--- src/rtl/pipe_ctrl_if.sv ---
// pipe_ctrl_if: decode fields in, hazard/forward/memory-wait controls out
interface pipe_ctrl_if #(parameter int CNT_WIDTH = 32);
  logic                 id_valid;
  logic [4:0]           id_rs1;
  logic [4:0]           id_rs2;
  logic                 id_rs1_need;
  logic                 id_rs2_need;
  logic [4:0]           id_rd;
  logic                 id_reg_we;
  logic                 id_mem_we;
  logic [1:0]           id_wb_ctr;
  logic                 ex_redirect;
  logic                 dmem_ready;
  logic                 dmem_req;
  logic                 pc_stall;
  logic                 ifid_stall;
  logic                 idex_stall;
  logic                 exmem_stall;
  logic                 ifid_flush;
  logic                 idex_flush;
  logic                 memwb_flush;
  logic [1:0]           fwd_a;
  logic [1:0]           fwd_b;
  logic                 bus_err;
  logic [CNT_WIDTH-1:0] lu_cnt;
  modport master (
    output id_valid, id_rs1, id_rs2, id_rs1_need, id_rs2_need, id_rd, id_reg_we,
           id_mem_we, id_wb_ctr, ex_redirect, dmem_ready,
    input  dmem_req, pc_stall, ifid_stall, idex_stall, exmem_stall, ifid_flush,
           idex_flush, memwb_flush, fwd_a, fwd_b, bus_err, lu_cnt
  );
  modport slave (
    input  id_valid, id_rs1, id_rs2, id_rs1_need, id_rs2_need, id_rd, id_reg_we,
           id_mem_we, id_wb_ctr, ex_redirect, dmem_ready,
    output dmem_req, pc_stall, ifid_stall, idex_stall, exmem_stall, ifid_flush,
           idex_flush, memwb_flush, fwd_a, fwd_b, bus_err, lu_cnt
  );
endinterface

--- src/rtl/pipe_ctrl.sv ---
// pipe_ctrl: 5-stage hazard controller with EX/MEM shadow scoreboard and dmem watchdog
module pipe_ctrl #(
  parameter int TIMEOUT   = 255,
  parameter int CNT_WIDTH = 32
) (
  input logic         clk,
  input logic         rst,
  pipe_ctrl_if.slave  bus
);
  typedef enum logic [1:0] {S_RUN, S_WAIT, S_ERR} state_t;
  localparam int WW = $clog2(TIMEOUT + 1);
  state_t               r_state;
  logic [WW-1:0]        r_wcnt;
  logic                 r_ex_v, r_ex_we, r_ex_ld, r_ex_mem;
  logic [4:0]           r_ex_rd;
  logic                 r_mem_v, r_mem_we, r_mem_mem;
  logic [4:0]           r_mem_rd;
  logic [1:0]           r_fwd_a, r_fwd_b;
  logic                 r_bus_err;
  logic [CNT_WIDTH-1:0] r_lu_cnt;
  logic                 w_req, w_freeze, w_redir, w_lu, w_load_ex;
  logic [1:0]           w_fa, w_fb;
  assign w_req    = r_mem_v && r_mem_mem;
  assign w_freeze = (w_req && !bus.dmem_ready) || r_state == S_ERR;
  // a redirect can only come from a real instruction in EX, so bubbles and reset ignore it
  assign w_redir  = !w_freeze && bus.ex_redirect && r_ex_v;
  assign w_lu     = !w_freeze && !w_redir && bus.id_valid && r_ex_v && r_ex_ld && r_ex_we &&
                    ((bus.id_rs1_need && bus.id_rs1 == r_ex_rd) ||
                     (bus.id_rs2_need && bus.id_rs2 == r_ex_rd));
  assign w_load_ex = bus.id_valid && !w_redir && !w_lu;
  assign w_fa = (!bus.id_rs1_need || bus.id_rs1 == 5'd0) ? 2'b00 :
                (r_ex_v && r_ex_we && r_ex_rd == bus.id_rs1) ? 2'b01 :
                (r_mem_v && r_mem_we && r_mem_rd == bus.id_rs1) ? 2'b10 : 2'b00;
  assign w_fb = (!bus.id_rs2_need || bus.id_rs2 == 5'd0) ? 2'b00 :
                (r_ex_v && r_ex_we && r_ex_rd == bus.id_rs2) ? 2'b01 :
                (r_mem_v && r_mem_we && r_mem_rd == bus.id_rs2) ? 2'b10 : 2'b00;
  always_ff @(posedge clk) begin
    if (rst) begin
      r_state   <= S_RUN;
      r_wcnt    <= '0;
      r_ex_v    <= 1'b0;
      r_ex_we   <= 1'b0;
      r_ex_ld   <= 1'b0;
      r_ex_mem  <= 1'b0;
      r_ex_rd   <= '0;
      r_mem_v   <= 1'b0;
      r_mem_we  <= 1'b0;
      r_mem_mem <= 1'b0;
      r_mem_rd  <= '0;
      r_fwd_a   <= 2'b00;
      r_fwd_b   <= 2'b00;
      r_bus_err <= 1'b0;
      r_lu_cnt  <= '0;
    end else begin
      if (!w_freeze) begin
        r_mem_v   <= r_ex_v;
        r_mem_we  <= r_ex_we;
        r_mem_mem <= r_ex_mem;
        r_mem_rd  <= r_ex_rd;
        r_ex_v    <= w_load_ex;
        r_ex_rd   <= bus.id_rd;
        r_ex_we   <= bus.id_reg_we && bus.id_rd != 5'd0;
        r_ex_ld   <= bus.id_wb_ctr == 2'b11;
        r_ex_mem  <= bus.id_wb_ctr == 2'b11 || bus.id_mem_we;
        r_fwd_a   <= w_load_ex ? w_fa : 2'b00;
        r_fwd_b   <= w_load_ex ? w_fb : 2'b00;
        if (w_lu) r_lu_cnt <= r_lu_cnt + 1'b1;
      end
      case (r_state)
        S_RUN: if (w_req && !bus.dmem_ready) begin
          r_state <= S_WAIT;
          r_wcnt  <= '0;
        end
        S_WAIT: begin
          r_wcnt <= r_wcnt + 1'b1;
          if (bus.dmem_ready) r_state <= S_RUN;
          else if (r_wcnt == WW'(TIMEOUT - 1)) begin
            r_state   <= S_ERR;
            r_bus_err <= 1'b1;
          end
        end
        default: r_state <= S_ERR;
      endcase
    end
  end
  assign bus.dmem_req    = w_req;
  assign bus.pc_stall    = w_freeze || w_lu;
  assign bus.ifid_stall  = w_freeze || w_lu;
  assign bus.idex_stall  = w_freeze;
  assign bus.exmem_stall = w_freeze;
  assign bus.ifid_flush  = w_redir;
  assign bus.idex_flush  = w_redir || w_lu;
  assign bus.memwb_flush = w_freeze;
  assign bus.fwd_a       = r_fwd_a;
  assign bus.fwd_b       = r_fwd_b;
  assign bus.bus_err     = r_bus_err;
  assign bus.lu_cnt      = r_lu_cnt;
endmodule

--- src/flat_wrapper.sv ---
// flat-port wrapper written by rule: the top's interface ports become plain ports
module pipe_ctrl_flat 
#(
  parameter int TIMEOUT   = 255,
  parameter int CNT_WIDTH = 32
)
  (clk, rst, bus_id_valid, bus_id_rs1, bus_id_rs2, bus_id_rs1_need, bus_id_rs2_need, bus_id_rd, bus_id_reg_we, bus_id_mem_we, bus_id_wb_ctr, bus_ex_redirect, bus_dmem_ready, bus_dmem_req, bus_pc_stall, bus_ifid_stall, bus_idex_stall, bus_exmem_stall, bus_ifid_flush, bus_idex_flush, bus_memwb_flush, bus_fwd_a, bus_fwd_b, bus_bus_err, bus_lu_cnt);
  pipe_ctrl_if #(.CNT_WIDTH(CNT_WIDTH)) bus_i ();
  input logic clk;
  input logic rst;
  input wire logic [$bits(bus_i.id_valid)-1:0] bus_id_valid;
  input wire logic [$bits(bus_i.id_rs1)-1:0] bus_id_rs1;
  input wire logic [$bits(bus_i.id_rs2)-1:0] bus_id_rs2;
  input wire logic [$bits(bus_i.id_rs1_need)-1:0] bus_id_rs1_need;
  input wire logic [$bits(bus_i.id_rs2_need)-1:0] bus_id_rs2_need;
  input wire logic [$bits(bus_i.id_rd)-1:0] bus_id_rd;
  input wire logic [$bits(bus_i.id_reg_we)-1:0] bus_id_reg_we;
  input wire logic [$bits(bus_i.id_mem_we)-1:0] bus_id_mem_we;
  input wire logic [$bits(bus_i.id_wb_ctr)-1:0] bus_id_wb_ctr;
  input wire logic [$bits(bus_i.ex_redirect)-1:0] bus_ex_redirect;
  input wire logic [$bits(bus_i.dmem_ready)-1:0] bus_dmem_ready;
  output wire logic [$bits(bus_i.dmem_req)-1:0] bus_dmem_req;
  output wire logic [$bits(bus_i.pc_stall)-1:0] bus_pc_stall;
  output wire logic [$bits(bus_i.ifid_stall)-1:0] bus_ifid_stall;
  output wire logic [$bits(bus_i.idex_stall)-1:0] bus_idex_stall;
  output wire logic [$bits(bus_i.exmem_stall)-1:0] bus_exmem_stall;
  output wire logic [$bits(bus_i.ifid_flush)-1:0] bus_ifid_flush;
  output wire logic [$bits(bus_i.idex_flush)-1:0] bus_idex_flush;
  output wire logic [$bits(bus_i.memwb_flush)-1:0] bus_memwb_flush;
  output wire logic [$bits(bus_i.fwd_a)-1:0] bus_fwd_a;
  output wire logic [$bits(bus_i.fwd_b)-1:0] bus_fwd_b;
  output wire logic [$bits(bus_i.bus_err)-1:0] bus_bus_err;
  output wire logic [$bits(bus_i.lu_cnt)-1:0] bus_lu_cnt;
  assign bus_i.id_valid = bus_id_valid;
  assign bus_i.id_rs1 = bus_id_rs1;
  assign bus_i.id_rs2 = bus_id_rs2;
  assign bus_i.id_rs1_need = bus_id_rs1_need;
  assign bus_i.id_rs2_need = bus_id_rs2_need;
  assign bus_i.id_rd = bus_id_rd;
  assign bus_i.id_reg_we = bus_id_reg_we;
  assign bus_i.id_mem_we = bus_id_mem_we;
  assign bus_i.id_wb_ctr = bus_id_wb_ctr;
  assign bus_i.ex_redirect = bus_ex_redirect;
  assign bus_i.dmem_ready = bus_dmem_ready;
  assign bus_dmem_req = bus_i.dmem_req;
  assign bus_pc_stall = bus_i.pc_stall;
  assign bus_ifid_stall = bus_i.ifid_stall;
  assign bus_idex_stall = bus_i.idex_stall;
  assign bus_exmem_stall = bus_i.exmem_stall;
  assign bus_ifid_flush = bus_i.ifid_flush;
  assign bus_idex_flush = bus_i.idex_flush;
  assign bus_memwb_flush = bus_i.memwb_flush;
  assign bus_fwd_a = bus_i.fwd_a;
  assign bus_fwd_b = bus_i.fwd_b;
  assign bus_bus_err = bus_i.bus_err;
  assign bus_lu_cnt = bus_i.lu_cnt;
  pipe_ctrl #(.TIMEOUT(TIMEOUT), .CNT_WIDTH(CNT_WIDTH)) u_core (.clk(clk), .rst(rst), .bus(bus_i));
endmodule
--- config.mk ---
export PLATFORM = sky130hd
export DESIGN_NAME = pipe_ctrl_flat
export DESIGN_NICKNAME = d
export VERILOG_FILES = /design/src/rtl/pipe_ctrl_if.sv /design/src/rtl/pipe_ctrl.sv /design/src/flat_wrapper.sv
export SDC_FILE = /design/constraint.sdc
export NUM_CORES = 1
export LEC_CHECK = 0
export CORE_AREA = 2 2 88 90
export DETAILED_ROUTE_END_ITERATION = 8
export DIE_AREA = 0 0 90 92
export HOLD_SLACK_MARGIN = 0.06
export MAX_ROUTING_LAYER = met4
export PLACE_DENSITY = 0.74
export SYNTH_ARGS = -nofsm -noshare
export SYNTH_HDL_FRONTEND = slang
export SYNTH_SLANG_ARGS = --single-unit
--- constraint.sdc ---
create_clock -name clk -period 2.2 [get_ports clk]
set_input_delay 0.44 -clock clk [delete_from_list [all_inputs] [get_ports clk]]
set_output_delay 0.44 -clock clk [all_outputs]
set_load 0.05 [all_outputs]
==> results.sh, run 1 <==
export IMPL_dp_cells=590
export IMPL_ant_nets=0
export IMPL_p_leak_uw=0.00172
export IMPL_synth_seq_cells=64
export IMPL_drv_slew=0
export IMPL_place_congestion=0.882
export IMPL_first_global_vias=3267
export IMPL_placement_cell_area_um2=4440
export IMPL_finalCriticalPeriod_ns=2.20
export IMPL_overflow=0
export IMPL_multi_input_comb_area_um2=1950
export IMPL_fmaxAchievable_ghz=0.454
export IMPL_final_core_util_pct=64.0
export IMPL_power_sequential_fraction_pct=46.9
export IMPL_critical_path_startpoint_type="flop"
export IMPL_grt_max_degree=41
export IMPL_postSynthNetCount=424
export IMPL_antenna_violations_before_repair=0
export IMPL_clock_latency_late_sink_ns=0.35
export IMPL_cts_buffers=9
export IMPL_final_min_period_over_clock_period_pct=100
export IMPL_yosysUniqueCellTypes=48
export IMPL_total_power_uw=2540
export IMPL_vias_per_std_cell=5.63
export IMPL_tritoncts="built"
export IMPL_critical_path_max_fanout=4
export IMPL_floorplan_initialDensity_pct=43.8
export IMPL_asyncSetResetFlopFracSynth_pct=0
export IMPL_count_of_unresolved_drc_violations_after_routing=0
export IMPL_row_count=32
export IMPL_p_r_area_growth_vs_syn_pct=46.2
export IMPL_layout_cell_share_with_drive_strength_beyond_1_pct=20.8
export IMPL_post_route_insts_no_fill=611
export IMPL_pwr_share_clk_pct=44.7
export IMPL_worstSetupEndpointType="primary output"
export IMPL_final_seq_area_um2=1300
export IMPL_syn_instance_count=395
export IMPL_peakVddDrop_mv=0.272
export IMPL_clockRootBuffer="clkbuf_8"
export IMPL_hold_violations=0
export IMPL_worst_slew_pin_slew_ns=0.578
export IMPL_crit_arrival_ns=1.76
export IMPL_wire_per_inst_um=15.2
export IMPL_design_final_nets=533
export IMPL_detailed_place_hpwl_um=6750
export IMPL_width_of_the_die_um=90
export IMPL_setup_slack_ns=-0.00310
export IMPL_dr_pass1_iters=4
export IMPL_setup_worst_path_class="reg2out"
export IMPL_grt_pass1_wl_um=15400
export IMPL_final_instance_area_um2=4770
export IMPL_die_area_um2=8280
export IMPL_h_tree_lvls=3
export IMPL_cts_sinks=64
export IMPL_vias=3440
export IMPL_setup_viol_count_final=2
export IMPL_cts_clk_slew_worst_paths_ns=0.07
export IMPL_failing_checks="negative setup slack"
export IMPL_reported_net_switching_power_uw=599
export IMPL_maxCapViolCount=0
export IMPL_placeableCoreArea_um2=7450
export IMPL_fillers=631
export IMPL_ioPinCount=71
export IMPL_sequential_to_total_area_share_from_yosys_stat_pct=39.3
export IMPL_die_h_um=92
export IMPL_crit_required_ns=1.76
export IMPL_power_per_cell_area_nw_per_um2=533
export IMPL_drt_initial_violations=136
export IMPL_fin_worst_skew_ns=0.0109
export IMPL_accumulated_negative_setup_slack_ns=-0.00533
export IMPL_syn_cell_area_um2=3260
export IMPL_synth_top_flop_cell="dfxtp_1"
export IMPL_antenna_cells=0
export IMPL_clock_path_buffers=2
export IMPL_grt_setup_unrepaired="yes"
export IMPL_total_global_route_track_usage_pct=23.6
export IMPL_placement_io_buffers=70
export IMPL_max_slew_margin_rel_pct=61.5
export IMPL_comb_power_share_pct=8.5
export IMPL_ys_warn_count=0
export IMPL_hold_path_class="reg2reg"
export IMPL_synth_area_per_cell_um2=8.25
export IMPL_route_final_wire_length_um=9270
export IMPL_run_status="finished, violations left"
export IMPL_synth_edf_count=0
export IMPL_intPower_uw=1940
export IMPL_swShare_pct=23.6
## layout make-up
type / instances / share of cell area (%)
Clock buffer: 10 / 2.89
Timing Repair Buffer: 122 / 23.8
Clock inverter: 6 / 1.73
Inverter: 7 / 0.656
Sequential cell: 64 / 27.3
Tap cell: 102 / 2.68
Multi-Input combinational cell: 300 / 40.9
## cells by family (layout without fill, tap and decap cells)
group / count (synthesis) / after routing / share of synthesized area (%)
AO/OA/AOI/OAI: 99 / 99 / 18.9
XOR/XNOR: 26 / 26 / 6.99
adder cells (fa/ha/maj): 3 / 3 / 1.15
buffers and inverters: 31 / 145 / 4.18
flip-flops: 64 / 64 / 39.3
multiplexers: 1 / 1 / 0.345
AND/OR/NAND/NOR: 171 / 171 / 29.1
## cells in the mapped netlist, types with 2 or more instances
library cell | count | area [µm²]
or3_1 | 4 | 25.0
nand2b_1 | 2 | 12.5
nor4_1 | 4 | 25.0
and2_1 | 2 | 12.5
dfxtp_1 | 64 | 1280
xnor2_1 | 3 | 26.3
nand4_1 | 13 | 81.3
nand2_1 | 48 | 180
o41ai_1 | 3 | 26.3
and3_1 | 3 | 18.8
inv_1 | 6 | 22.5
clkbuf_1 | 15 | 56.3
nand3_1 | 18 | 90.1
or4_1 | 29 | 218
o21ai_0 | 6 | 30.0
and4_1 | 4 | 35.0
buf_2 | 4 | 20.0
ha_1 | 3 | 37.5
o2111ai_1 | 2 | 17.5
a21oi_1 | 50 | 250
nor2b_1 | 2 | 12.5
o31ai_1 | 30 | 225
or4b_1 | 2 | 20.0
nor3_1 | 8 | 40.0
xor2_1 | 23 | 201
buf_4 | 4 | 30.0
nor2_1 | 22 | 82.6
## placed cells by master, fill, tap and decap left out, types with 3 or more instances in the layout
cell type / n
dfxtp_1: 53
buf_4: 50
a21oi_1: 49
nand2_1: 48
clkdlybuf4s50_1: 48
o31ai_1: 30
or4_1: 29
xor2_1: 23
nor2_1: 21
nand3_1: 16
nand4_1: 13
dlygate4sd2_1: 12
clkbuf_8: 10
nor3_1: 8
dfxtp_2: 8
inv_1: 6
o21ai_0: 5
buf_12: 5
or3_1: 4
and4_1: 4
buf_6: 4
and3_1: 3
o41ai_1: 3
xnor2_1: 3
nor4_1: 3
ha_1: 3
clkinv_2: 3
dfxtp_4: 3
## path summary, 6_finish.rpt
kind / startpoint / end / slack, ns / depth (start not counted)
worst min register to register: u_core.bus.fwd_b[0] / u_core.bus.fwd_b[0] / 0.46 / 2
worst max register to register: u_core.r_ex_rd[1] / u_core.bus.lu_cnt[6] / 0.10 / 8
worst min-delay path: u_core.bus.fwd_b[0] / u_core.bus.fwd_b[0] / 0.46 / 2
worst max-delay path: u_core.r_ex_rd[1] / bus_pc_stall / -0.003 / 6
## critical path, stage by stage, from the launching register on
cell and delay, ns:
dfxtp_4 0.37, xor2_1 0.16, nor3_1 0.19, buf_4 0.15
a32oi_4 0.13, o21ai_4 0.25, buf_12 0.17
## power groups by stage
stage          clock network [µW]  logic (µW)  registers [µW]
4_1_cts                      1140         213            1190
3_5_place_dp                    0         217            1220
6_report                     1140         215            1190
5_1_grt                      1200         233            1190
2_1_floorplan                   0        93.4            1210
3_3_place_gp                    0         213            1220
## state kept, by name (all words and copies together) (netlist names), 2 cells and up
signal / count
u_core.bus.fwd_a: 2
u_core.bus.fwd_b: 2
u_core.bus.lu_cnt: 32
u_core.r_ex_rd: 5
u_core.r_mem_rd: 5
u_core.r_state: 2
u_core.r_wcnt: 8
## stage by stage
stage	worst slack (ns)	hold slack, ns
floorplan	-0.182	0.432
global placement	-0.389	0.443
detailed placement	-0.426	0.454
CTS	-0.0413	0.465
global route	-0.141	0.476
finish	-0.00310	0.463
## metal layers
metal	global-route usage [%]	routed length (µm)	share of wire [%]
met4	5.64	74	0.80
met5	-	0	0
met1	31.2	4390	47
met2	36.3	4390	47
met3	6.33	412	4.4
## what timing repair did
action	4_1_cts	5_1_grt
buffers inserted	4	1
hold buffers	0	0
gates cloned	0	0
setup endpoints to repair	33	15
resized for setup	23	13
pin swaps	8	4
No activity file was read; power rests on OpenSTA's default activity.
==> inputs of run 2 (changes only) <==
- CORE_AREA: 2 2 88 90 -> 2 2 84 86
- DIE_AREA: 0 0 90 92 -> 0 0 86 88
- PLACE_DENSITY: 0.74 -> 0.78
- clock period: 2.2 -> 2.05 ns (I/O delays scaled with it)
==> results.sh, run 2 (same netlist as run 1, synthesis figures left out) <==
export IMPL_first_global_vias=3369
export IMPL_vias_per_std_cell=6.01
export IMPL_drv_slew=0
export IMPL_crit_arrival_ns=1.81
export IMPL_design_final_nets=538
export IMPL_finalCriticalPeriod_ns=2.22
export IMPL_clockRootBuffer="clkbuf_8"
export IMPL_detailedPlace_worstSlack_ns=-0.489
export IMPL_final_common_cell="buf_4"
export IMPL_clock_path_buffers=2
export IMPL_failing_checks="negative setup slack"
export IMPL_placeableCoreArea_um2=6640
export IMPL_tritoncts="built"
export IMPL_largest_register_ffs=32
export IMPL_detailed_place_hpwl_um=6650
export IMPL_run_status="finished, violations left"
export IMPL_peakVddDrop_mv=0.407
export IMPL_dr_pass1_iters=6
export IMPL_cts_hold_repair_buffers=0
export IMPL_ant_nets=0
export IMPL_setup_worst_path_class="reg2out"
export IMPL_hold_violations=0
export IMPL_grt_setup_unrepaired="yes"
export IMPL_power_per_cell_area_nw_per_um2=569
export IMPL_total_global_route_track_usage_pct=27.0
export IMPL_antenna_violations_before_repair=0
export IMPL_die_h_um=88
export IMPL_floorplan_initialDensity_pct=49.1
export IMPL_h_tree_lvls=3
export IMPL_antenna_cells=0
export IMPL_final_min_period_over_clock_period_pct=108
export IMPL_crit_required_ns=1.64
export IMPL_max_slew_margin_rel_pct=65.5
export IMPL_p_leak_uw=0.00201
export IMPL_setup_viol_count_final=6
export IMPL_critical_path_startpoint_type="flop"
export IMPL_setup_slack_ns=-0.171
export IMPL_die_area_um2=7570
export IMPL_layout_cell_share_with_drive_strength_beyond_1_pct=31.3
export IMPL_wire_per_inst_um=16.9
export IMPL_drt_initial_violations=281
export IMPL_hold_path_class="reg2reg"
export IMPL_overflow=0
export IMPL_cts_sinks=64
export IMPL_maxCapViolCount=0
export IMPL_grt_pass1_wl_um=15900
export IMPL_placement_io_buffers=70
export IMPL_ioPinCount=71
export IMPL_worst_slew_pin_slew_ns=0.517
export IMPL_total_power_uw=2910
export IMPL_row_count=30
export IMPL_fmaxAchievable_ghz=0.450
export IMPL_critical_path_max_fanout=4
export IMPL_cts_clk_slew_worst_paths_ns=0.07
export IMPL_cts_buffers=9
export IMPL_fin_worst_skew_ns=0.0103
export IMPL_vias=3572
export IMPL_width_of_the_die_um=86
export IMPL_grt_max_degree=30
export IMPL_p_r_area_growth_vs_syn_pct=57.1
export IMPL_clock_latency_late_sink_ns=0.35
export IMPL_route_final_wire_length_um=10000
export IMPL_commonest_non_fill_non_tap_cells_in_the_layout="buf_4, nand2_1, dfxtp_1"
export IMPL_fillers=448
export IMPL_worstSetupEndpointType="primary output"
export IMPL_place_congestion=0.937
export IMPL_count_of_unresolved_drc_violations_after_routing=0
==> run 2: changes by cell type in the layout (fill, tap and decap cells not counted), sizes merged <==
cell,previous run,this run
dlymetal6s2s,2,10
bufbuf,0,1
inv,6,7
clkinv,4,2
bufinv,2,3
buf,60,65
clkdlybuf4s50,48,38
dlygate4sd2,12,13
==> run 2: through the flow <==
step	cell area [µm²]	utilization, %	std cells	hold slack (ns)	setup TNS, ns
final	5120	77.1	594	0.461	-0.558
after CTS	4850	73.0	593	0.461	-0.563
after global placement	4470	67.3	572	0.441	-15.02
after detailed placement	4470	67.3	572	0.449	-17.21
after global routing	5120	77.1	594	0.490	-3.05
after floorplan	3340	-	395	0.432	-0.357
==> run 2: layer usage <==
metal  vias to the layer above  share of wire (%)  global-route usage [%]
li1                       1705                  -                       -
met1                      1724                 44                    33.9
met2                       129                 50                    43.4
met3                        14                4.9                    5.37
met4                         0                1.3                    8.95
met5                         -                  0                       -
==> run 2: cell type report <==
type | count | area [µm²] | area share (%)
inverters | 7 | 31.3 | 0.611
flip-flops and latches | 64 | 1310 | 25.6
repair buffers | 127 | 1230 | 24.0
clock inverters | 6 | 115 | 2.25
clock buffers | 10 | 138 | 2.69
multi-input cells | 300 | 2190 | 42.8
well taps | 80 | 100 | 1.96
==> run 2: path summary, 6_finish.rpt <==
check	startpoint	cells after the start	slack [ns]	endpoint
worst max register to register	u_core.r_ex_rd[4]	8	-0.06	u_core.bus.lu_cnt[10]
worst min-delay path	u_core.r_mem_we	2	0.46	u_core.r_mem_we
worst max-delay path	u_core.r_ex_rd[4]	7	-0.17	bus_pc_stall
worst min register to register	u_core.r_mem_we	2	0.46	u_core.r_mem_we
==> run 2: where the power goes <==
| group | leakage [µW] | switching [µW] | internal (µW) |
|---|---|---|---|
| sequential | 0.000529 | 18.2 | 1260 |
| combinational | 0.00136 | 132 | 127 |
| clock | 0.000123 | 526 | 847 |
| total | 0.00201 | 677 | 2230 |
==> run 2: what timing repair did <==
item                                    4_1_cts  5_1_grt
buffers inserted                              4        1
resized for setup                            32       57
endpoints found under the setup margin       39       47
pin swaps                                     8       14
cloned                                        1        0
==> run 2: critical path, stage by stage (launching register included) <==
cell     delay [ns]
dfxtp_2        0.35
xor2_1         0.16
nor3_1         0.18
buf_4          0.15
a32oi_4        0.11
buf_6          0.15
o21ai_4        0.20
buf_12         0.17
==> inputs of run 3 (changes only) <==
- CELL_PAD_IN_SITES_DETAIL_PLACEMENT: unset -> 2
- CELL_PAD_IN_SITES_GLOBAL_PLACEMENT: unset -> 2
- CORE_AREA: 2 2 84 86 -> 2 2 110 112
- DIE_AREA: 0 0 86 88 -> 0 0 112 114
- PLACE_DENSITY: 0.78 -> unset
- PLACE_DENSITY_LB_ADDON: unset -> 0.1
==> results.sh, run 3 (same netlist as run 1, synthesis figures left out) <==
export IMPL_design_final_nets=542
export IMPL_final_instance_area_um2=5100
export IMPL_setup_viol_count_final=29
export IMPL_place_congestion=0.801
export IMPL_width_of_the_die_um=112
export IMPL_drt_initial_violations=107
export IMPL_max_slew_margin_rel_pct=65.7
export IMPL_ant_nets=0
export IMPL_cts_hold_repair_buffers=0
export IMPL_final_common_cell="buf_4"
export IMPL_die_area_um2=12800
export IMPL_failing_checks="negative setup slack"
export IMPL_worst_slew_pin_slew_ns=0.514
export IMPL_first_global_vias=3871
export IMPL_cts_clk_slew_worst_paths_ns=0.05
export IMPL_clockRootBuffer="clkbuf_16"
export IMPL_hold_path_class="reg2reg"
export IMPL_row_count=40
export IMPL_drv_slew=0
export IMPL_dr_pass1_iters=4
export IMPL_placement_cell_area_um2=4600
export IMPL_total_global_route_track_usage_pct=20.2
export IMPL_h_tree_lvls=3
export IMPL_peakVddDrop_mv=0.437
export IMPL_cts_buffers=9
export IMPL_critical_path_startpoint_type="flop"
export IMPL_run_status="finished, violations left"
export IMPL_p_r_area_growth_vs_syn_pct=56.4
export IMPL_final_core_util_pct=43.5
export IMPL_fin_worst_skew_ns=0.00865
export IMPL_layout_cell_share_with_drive_strength_beyond_1_pct=27.5
export IMPL_grt_setup_unrepaired="yes"
export IMPL_commonest_non_fill_non_tap_cells_in_the_layout="buf_4, nand2_1, dfxtp_1"
export IMPL_p_leak_uw=0.00192
export IMPL_count_of_unresolved_drc_violations_after_routing=0
export IMPL_placeableCoreArea_um2=11700
export IMPL_worstSetupEndpointType="primary output"
export IMPL_rrSetupSlack_ns=-0.05
export IMPL_floorplan_initialDensity_pct=27.8
export IMPL_cts_sinks=64
export IMPL_crit_arrival_ns=1.83
export IMPL_fin_hold_ws_ns=0.474
export IMPL_ioPinCount=71
export IMPL_vias_per_std_cell=5.34
export IMPL_worst_hold_startpoint="u_core.bus.fwd_b[1]"
export IMPL_post_route_insts_no_fill=664
export IMPL_fillers=1332
export IMPL_power_per_cell_area_nw_per_um2=616
export IMPL_cp_startpoint="u_core.r_ex_rd[4]"
export IMPL_multi_input_comb_area_um2=2020
export IMPL_wire_per_inst_um=18.8
export IMPL_antenna_cells=0
export IMPL_critical_path_max_fanout=4
export IMPL_clock_latency_late_sink_ns=0.34
export IMPL_overflow=0
export IMPL_final_min_period_over_clock_period_pct=109
export IMPL_tritoncts="built"
export IMPL_largest_register_ffs=32
export IMPL_detailed_place_hpwl_um=8830
export IMPL_final_seq_area_um2=1310
export IMPL_grt_pass1_wl_um=20100
export IMPL_die_h_um=114
export IMPL_placement_io_buffers=70
export IMPL_rr_startpoint="u_core.r_ex_rd[4]"
export IMPL_setup_worst_path_class="reg2out"
export IMPL_crit_required_ns=1.64
export IMPL_setup_slack_ns=-0.185
export IMPL_hold_violations=0
export IMPL_dp_cells=644
export IMPL_route_final_wire_length_um=12500
export IMPL_grt_max_degree=44
export IMPL_finalCriticalPeriod_ns=2.24
export IMPL_maxCapViolCount=0
export IMPL_vias=3546
export IMPL_clock_path_buffers=2
export IMPL_fmaxAchievable_ghz=0.447
export IMPL_antenna_violations_before_repair=0
[run 3: cell count changes in the layout (fill, tap and decap cells not counted), moves of 3 or more]
cell             delta
dlymetal6s2s_1      -6
buf_4               +4
clkdlybuf4s50_1     +3
o31ai_2             -7
o31ai_4             -4
clkbuf_16          +10
or4_4               -5
o31ai_1            +11
clkbuf_8            -7
or4_1               +5
[run 3: area by class of cell]
class / count / area share [%]
Multi-Input combinational cell: 300 / 39.6
Clock inverter: 2 / 0.736
Clock buffer: 13 / 5.30
Tap cell: 147 / 3.61
Sequential cell: 64 / 25.6
Timing Repair Buffer: 131 / 24.5
Inverter: 7 / 0.614
[run 3: routing by layer]
layer	global-route usage [%]	wire, µm
met1	25.3	5760
met2	34.2	6330
met3	3.03	268
met4	5.69	121
met5	-	0
[run 3: metrics by stage]
stage / setup TNS (ns) / total power [µW] / worst slack, ns
2_1_floorplan: -0.357 / 1400 / -0.272
3_3_place_gp: -16.36 / 1540 / -0.472
3_5_place_dp: -18.94 / 1550 / -0.527
4_1_cts: -0.706 / 3170 / -0.198
5_1_grt: -3.54 / 3260 / -0.249
6_report: -1.18 / 3140 / -0.185
[run 3: worst max-delay path, cell delays in order, from the launching register on]
cell and delay (ns):
dfxtp_2 0.35, xor2_1 0.16, nor3_1 0.21, buf_4 0.16
a32oi_4 0.11, buf_6 0.14, o21ai_4 0.19, buf_12 0.17
[run 3: path summary, 6_finish.rpt]
check,endpoint,cells after the start
worst max-delay path,bus_pc_stall,7
worst min register to register,u_core.bus.fwd_b[1],2
worst min-delay path,u_core.bus.fwd_b[1],2
worst max register to register,u_core.bus.lu_cnt[12],8
[run 3: what timing repair did]
action                                  in CTS  in global routing
cloned                                       0                  1
setup buffers                                4                  0
pin swaps                                    9                  4
gates resized for setup                     34                 19
endpoints found under the setup margin      43                 38
[run 3: report_power, final]
part	switching, µW	internal [µW]
registers	18.6	1260
logic	135	121
clock network	570	1030
